===== config.mk =====
export PLATFORM = sky130hd
export DESIGN_NAME = ariane_bitmanip_crc_unit
export DESIGN_NICKNAME = d
export VERILOG_FILES = /design/src/rtl/ariane_bitmanip_crc_unit.sv
export SDC_FILE = /design/constraint.sdc
export NUM_CORES = 1
export LEC_CHECK = 0
export ABC_AREA = 1
export BUFFER_PORTS_ARGS = -buffer_cell sky130_fd_sc_hd__buf_2
export CAP_MARGIN = 20
export CORE_ASPECT_RATIO = 0.6
export CORE_UTILIZATION = 30
export DETAILED_ROUTE_END_ITERATION = 12
export HOLD_SLACK_MARGIN = 0.1
export SYNTH_ARGS = -nofsm -noshare
export SYNTH_HDL_FRONTEND = slang
export SYNTH_SLANG_ARGS = --single-unit

===== constraint.sdc =====
create_clock -name clk_i -period 2.05 [get_ports clk_i]
set_clock_uncertainty 0.1 [all_clocks]
set_input_delay 0.1025 -clock clk_i [delete_from_list [all_inputs] [get_ports clk_i]]
set_output_delay 0.1025 -clock clk_i [all_outputs]
set_load 0.05 [all_outputs]

===== src/rtl/ariane_bitmanip_crc_unit.sv =====
// Iterative CRC32 / CRC32C functional unit for the Bitmanip execute cluster.
// Accepts one request in IDLE, shifts BITS_PER_CYCLE bits per clock in BUSY,
// and presents the result for a single cycle in DONE.
module ariane_bitmanip_crc_unit #(
  parameter int XLEN           = 64,
  parameter int TRANS_ID_BITS  = 3,
  parameter int BITS_PER_CYCLE = 8
) (
  input  logic                     clk_i,
  input  logic                     rst_ni,
  input  logic                     flush_i,
  input  logic                     valid_i,
  output logic                     ready_o,
  input  logic [8:0]               operator_i,
  input  logic [XLEN-1:0]          operand_a_i,
  input  logic [TRANS_ID_BITS-1:0] trans_id_i,
  output logic [XLEN-1:0]          result_o,
  output logic                     result_valid_o,
  output logic [TRANS_ID_BITS-1:0] result_trans_id_o
);

  typedef enum logic [1:0] {
    IDLE = 2'd0,
    BUSY = 2'd1,
    DONE = 2'd2
  } state_e;

  localparam int          CNT_SHIFT   = $clog2(BITS_PER_CYCLE);
  localparam logic [31:0] POLY_CRC32  = 32'hEDB88320;
  localparam logic [31:0] POLY_CRC32C = 32'h82F63B78;

  // Only power-of-two step counts that divide 8 keep the cycle count integral.
  if (!(BITS_PER_CYCLE == 1 || BITS_PER_CYCLE == 2 ||
        BITS_PER_CYCLE == 4 || BITS_PER_CYCLE == 8)) begin : g_bad_bits_per_cycle
    $error("BITS_PER_CYCLE must be 1, 2, 4 or 8");
  end

  // One reflected CRC shift: drop the LSB and fold the polynomial in when it was set.
  function automatic logic [XLEN-1:0] crc_step(input logic [XLEN-1:0] x,
                                               input logic [31:0]     poly);
    logic [XLEN-1:0] mask;
    mask = {XLEN{x[0]}};
    return (x >> 1) ^ ({{(XLEN-32){1'b0}}, poly} & mask);
  endfunction

  state_e                   state_r;
  logic [XLEN-1:0]          x_r;
  logic [31:0]              poly_r;
  logic [7:0]               cnt_r;
  logic [TRANS_ID_BITS-1:0] id_r;
  logic                     ready_r;
  logic                     result_valid_r;
  logic [XLEN-1:0]          result_r;
  logic [TRANS_ID_BITS-1:0] result_id_r;

  logic [XLEN-1:0]          x_next_s;
  logic [7:0]               nbits_s;
  logic [7:0]               load_cnt_s;
  logic                     unused_s;

  // Operator bits above the size/variant fields carry no meaning for this unit.
  assign unused_s = ^operator_i[8:3];

  // Cycle count for the request on the issue port: (8 << size) / BITS_PER_CYCLE.
  always_comb begin
    nbits_s    = 8'd8 << operator_i[1:0];
    load_cnt_s = nbits_s >> CNT_SHIFT;
  end

  // Chain BITS_PER_CYCLE shift steps on the working value within one clock.
  always_comb begin
    x_next_s = x_r;
    for (int i = 0; i < BITS_PER_CYCLE; i++) begin
      x_next_s = crc_step(x_next_s, poly_r);
    end
  end

  // Control FSM with datapath and registered outputs; flush overrides everything.
  always_ff @(posedge clk_i or negedge rst_ni) begin
    if (!rst_ni) begin
      state_r        <= IDLE;
      x_r            <= {XLEN{1'b0}};
      poly_r         <= 32'd0;
      cnt_r          <= 8'd0;
      id_r           <= {TRANS_ID_BITS{1'b0}};
      ready_r        <= 1'b1;
      result_valid_r <= 1'b0;
      result_r       <= {XLEN{1'b0}};
      result_id_r    <= {TRANS_ID_BITS{1'b0}};
    end else if (flush_i) begin
      state_r        <= IDLE;
      cnt_r          <= 8'd0;
      ready_r        <= 1'b1;
      result_valid_r <= 1'b0;
    end else begin
      case (state_r)
        IDLE: begin
          if (valid_i) begin
            x_r     <= operand_a_i;
            poly_r  <= operator_i[2] ? POLY_CRC32C : POLY_CRC32;
            id_r    <= trans_id_i;
            cnt_r   <= load_cnt_s;
            ready_r <= 1'b0;
            state_r <= BUSY;
          end else begin
            ready_r <= 1'b1;
          end
        end
        BUSY: begin
          if (cnt_r == 8'd1) begin
            result_r       <= x_next_s;
            result_id_r    <= id_r;
            result_valid_r <= 1'b1;
            cnt_r          <= 8'd0;
            state_r        <= DONE;
          end else begin
            x_r   <= x_next_s;
            cnt_r <= cnt_r - 8'd1;
          end
        end
        DONE: begin
          result_valid_r <= 1'b0;
          ready_r        <= 1'b1;
          state_r        <= IDLE;
        end
        default: begin
          result_valid_r <= 1'b0;
          ready_r        <= 1'b1;
          cnt_r          <= 8'd0;
          state_r        <= IDLE;
        end
      endcase
    end
  end

  assign ready_o           = ready_r;
  // A flush landing in the DONE cycle must suppress the strobe in that same cycle.
  assign result_valid_o    = result_valid_r & ~flush_i;
  assign result_o          = result_r;
  assign result_trans_id_o = result_id_r;

endmodule


==> flow_summary.yaml <==
final_layout:
  antennaDiodeCount: 0
  drive_above_1_share: 0.305
  areaGrowthSynthToFinish_pct: 47.6
  fin_nets: 1654
  post-route-cell-area_sq_um: 12900
routing:
  drc: 0
  post_drt_wl_per_cell_um: 17.3
  first_iter_violations: 773
  num_vias: 9391
  antenna_violating_nets_post_route: 0
  drt_pass1_iterations: 5
  routed_via_density: 4.80
  totalWireLength_um: 33900
synthesis:
  postSynthAreaPerCell_sq_um: 7.11
  synthesis.area_sq_um: 8760
  synth.largest_area_cell: "dfrtp_1"
  yosys-mux-area-fraction: 0
  synth_compound_area_frac: 0.102
  synth-edff-count: 0
  post-synth-top-area-fraction: 0.400
  postSynthRegisterBits: 141
  synth_area_leaders: "dfrtp_1 (40%), nand2_1 (19%), nand3_1 (7.2%)"
  synth_top_flop_cell: "dfrtp_1"
  proportion_of_synthesized_chip_area_in_sequential_cells: 0.403
  yosys.cell_count.top_type: "nand2_1"
  synth_top_family_by_area: "simple AND/OR/NAND/NOR gates"
  synth_cell_types: 42
  asr_flop_ratio_synth: 1.00
  synth_simple_gate_area_frac: 0.344
  ys_warn_count: 0
  area_share_of_fa_ha_maj_cells_after_synthesis: 0.00286
  synth_common_cells: "nand2_1 (440), dfrtp_1 (140), nand3_1 (126)"
  synthXorXnorAreaFrac: 0.0636
  synthesis.instances: 1233
worst_setup_path:
  criticalPathCategory: "reg2reg"
  cpPeakStageDelay_ps: 470
  cp.required_ps: 2280
  crit_path_frequent_cell: "nand2_1"
  family_with_the_most_delay_on_the_worst_path: "simple AND/OR/NAND/NOR gates"
  rr_startpoint: "x_r[0]"
  startpoint_types: "register"
  cp_num_buf_inv: 3
  setup.reg_to_reg.worst_slack_ps: -50
  arrival_ps: 2330
  setup.worst_path.end_class: "register"
  critical_path_peak_fanout: 8
  worstPathCellList: "nand2_4, nand2_1, nand2_2, inv_2, nand2_4, nand3_4, inv_6, buf_4, nand2_1, nand4_1, nand3_1, nand2_1, nand2_1"
  worstSetupStartpoint: "x_r[0]"
  critical_path_top_delay_cell: "dfrtp_2"
power_and_ir_drop:
  power.share.combinational: 0.707
  power.leakage_nw: 6.70
  switchingPower_mw: 13.5
  power.density_cell_area_nw_per_um2: 1990
  power.share.sequential: 0.183
  power_switching_share: 0.525
  ir_worst_vdd_v: 0.000815
  clkPwrFrac: 0.110
  power.internal_mw: 12.2
grt:
  number_of_antenna_violations_at_the_first_check_in_global_routing: 0
  grt_pass1_wl_um: 50900
  grt_start_max_net_pins: 62
  grt_overflow: 0
  global_routing_usage_summed_across_all_routing_layers: 0.227
  grt_pass1_vias: 8809
timing:
  timing.fmax_mhz: 476
  final_hold_viol_count: 0
  grt_setup_unrepaired: "true"
  layout_worst_path_cycle_share: 1.03
  final.setup.tns_ps: -528
  timing.final.setup_violations: 21
  final_period_minus_worst_setup_slack_ps: 2100
  timing_max_transition_violations_final: 0
  post-route-worst-setup-slack_ps: -52.8
placed_design:
  gp_routability_congestion: 0.974
  post_dp_cell_area_sq_um: 10800
  detailed_place_hpwl_um: 24800
  io_buffers: 134
min_path:
  worst_hold_path_type: "in2reg"
  hold_path.startpoint: "operand_a_i[58]"
cts:
  cts-root-buf: "clkbuf_16"
  cts-root-to-sink-buffers: 2
  clock_tree.htree_level_count: 4
  clk-insertion-delay-late_ps: 440
  cts_made_buffers: 17
  clk_pin_slew_ps: 60
  tritoncts: "built"
  cts_num_sinks: 141
floorplan:
  floorplan.initialDensity: 0.305
  core_region_area_sq_um: 28700
  die_span_y_um: 134
  floorplan.die_area_sq_um: 29900
  die_width_um: 223
  io-pin-count: 149
  row_count: 48
run:
  max-cap-violations: 0
outcome:
  outcome: "finished with violations"
  failed_checks: "setup timing"
[timing repair]
item                                    in CTS  in global routing
endpoints found under the setup margin      52                114
pin swaps                                   13                 25
gates resized for setup                     67                 98
setup buffers                                8                 13
endpoints found under the hold margin      221                  0
gates cloned                                 0                  1
hold buffers                                77                  0
[worst reg2reg max path: stages, from the launching register on]
cell     delay, ps
dfrtp_2        470
nand2_4        180
nand2_1        100
nand2_2        130
inv_2           70
nand2_4        110
nand3_4        160
inv_6          140
buf_4          120
nand2_1         60
nand4_1        140
nand3_1        100
nand2_1         70
nand2_1         50
[worst paths after layout]
path	end	depth (start not counted)
worst max-delay path	x_r[21]	13
worst min-delay path	x_r[58]	4
worst max register to register	x_r[21]	13
worst min register to register	result_o[28]	2
max in group asynchronous	x_r[1]	4
min in group asynchronous	result_o[40]	3
[area by class of cell]
cell class,instances,area (sq um)
clock inverter,7,43.8
sequential,141,3540
multi-input combinational,927,5060
tap,375,469
inverter,117,457
clock buffer,22,464
fill,2938,15800
timing repair buffer,368,2900
[metal layers]
layer,global-route usage,wire [um],part of all wire
met3,0.0589,2750,0.081
met5,0,0,0
met4,0.0356,247,0.0073
met1,0.352,17400,0.51
met2,0.314,13500,0.40
[per-stage QoR]
stage	cells	worst slack [ps]	utilization	hold WS [ps]	power, mW
6_report	1957	-52.8	0.450	336	25.7
3_5_place_dp	1829	-295	0.376	-41.9	20.5
2_1_floorplan	1240	213	-	-293	14.5
4_1_cts	1943	-25.7	0.432	305	24.4
3_3_place_gp	1829	-287	0.376	-46.4	20.4
5_1_grt	1957	-173	0.450	341	27.6
[cell usage in the layout, fill, tap and decap left out, types with 17 or more instances in the layout]
| cell type | Yosys | final |
|---|---|---|
| a21oi_1 | 27 | 21 |
| a31oi_1 | 18 | 17 |
| buf_2 | 14 | 133 |
| buf_4 | 12 | 123 |
| buf_6 | 3 | 18 |
| clkbuf_16 | 0 | 18 |
| dfrtp_1 | 140 | 133 |
| dlygate4sd3_1 | 0 | 77 |
| inv_1 | 101 | 98 |
| nand2_1 | 440 | 395 |
| nand2_2 | 17 | 49 |
| nand3_1 | 126 | 105 |
| nand3_2 | 6 | 23 |
| nor2_1 | 81 | 76 |
| o211ai_1 | 22 | 22 |
| o21ai_0 | 70 | 65 |
| xor2_1 | 39 | 28 |
[power groups by stage]
stage	Clock (mW)	Sequential [mW]	Combinational, mW
after floorplan	0	6.38	8.17
after global placement	0	4.69	15.7
after detailed placement	0	4.70	15.8
after CTS	2.91	4.69	16.8
after global routing	3.02	4.83	19.7
final	2.83	4.71	18.2
[sequential cells by signal, indices dropped and copies added, names as in the netlist]
name               flops
result_trans_id_o      3
state_r                2
poly_r                 3
id_r                   3
result_o              56
cnt_r                  8
x_r                   64
ready_o                1
result_valid_r         1
[cells by family after synthesis]
| family | after synthesis |
|---|---|
| AOI/OAI and AO/OA | 156 |
| xor gates and xnor gates | 61 |
| adders and majority gates | 2 |
| buffers and inverters | 172 |
| DFF | 141 |
| other | 1 |
| and+or+nand+nor | 700 |
Note: power is estimated with default switching activity, not from simulation.
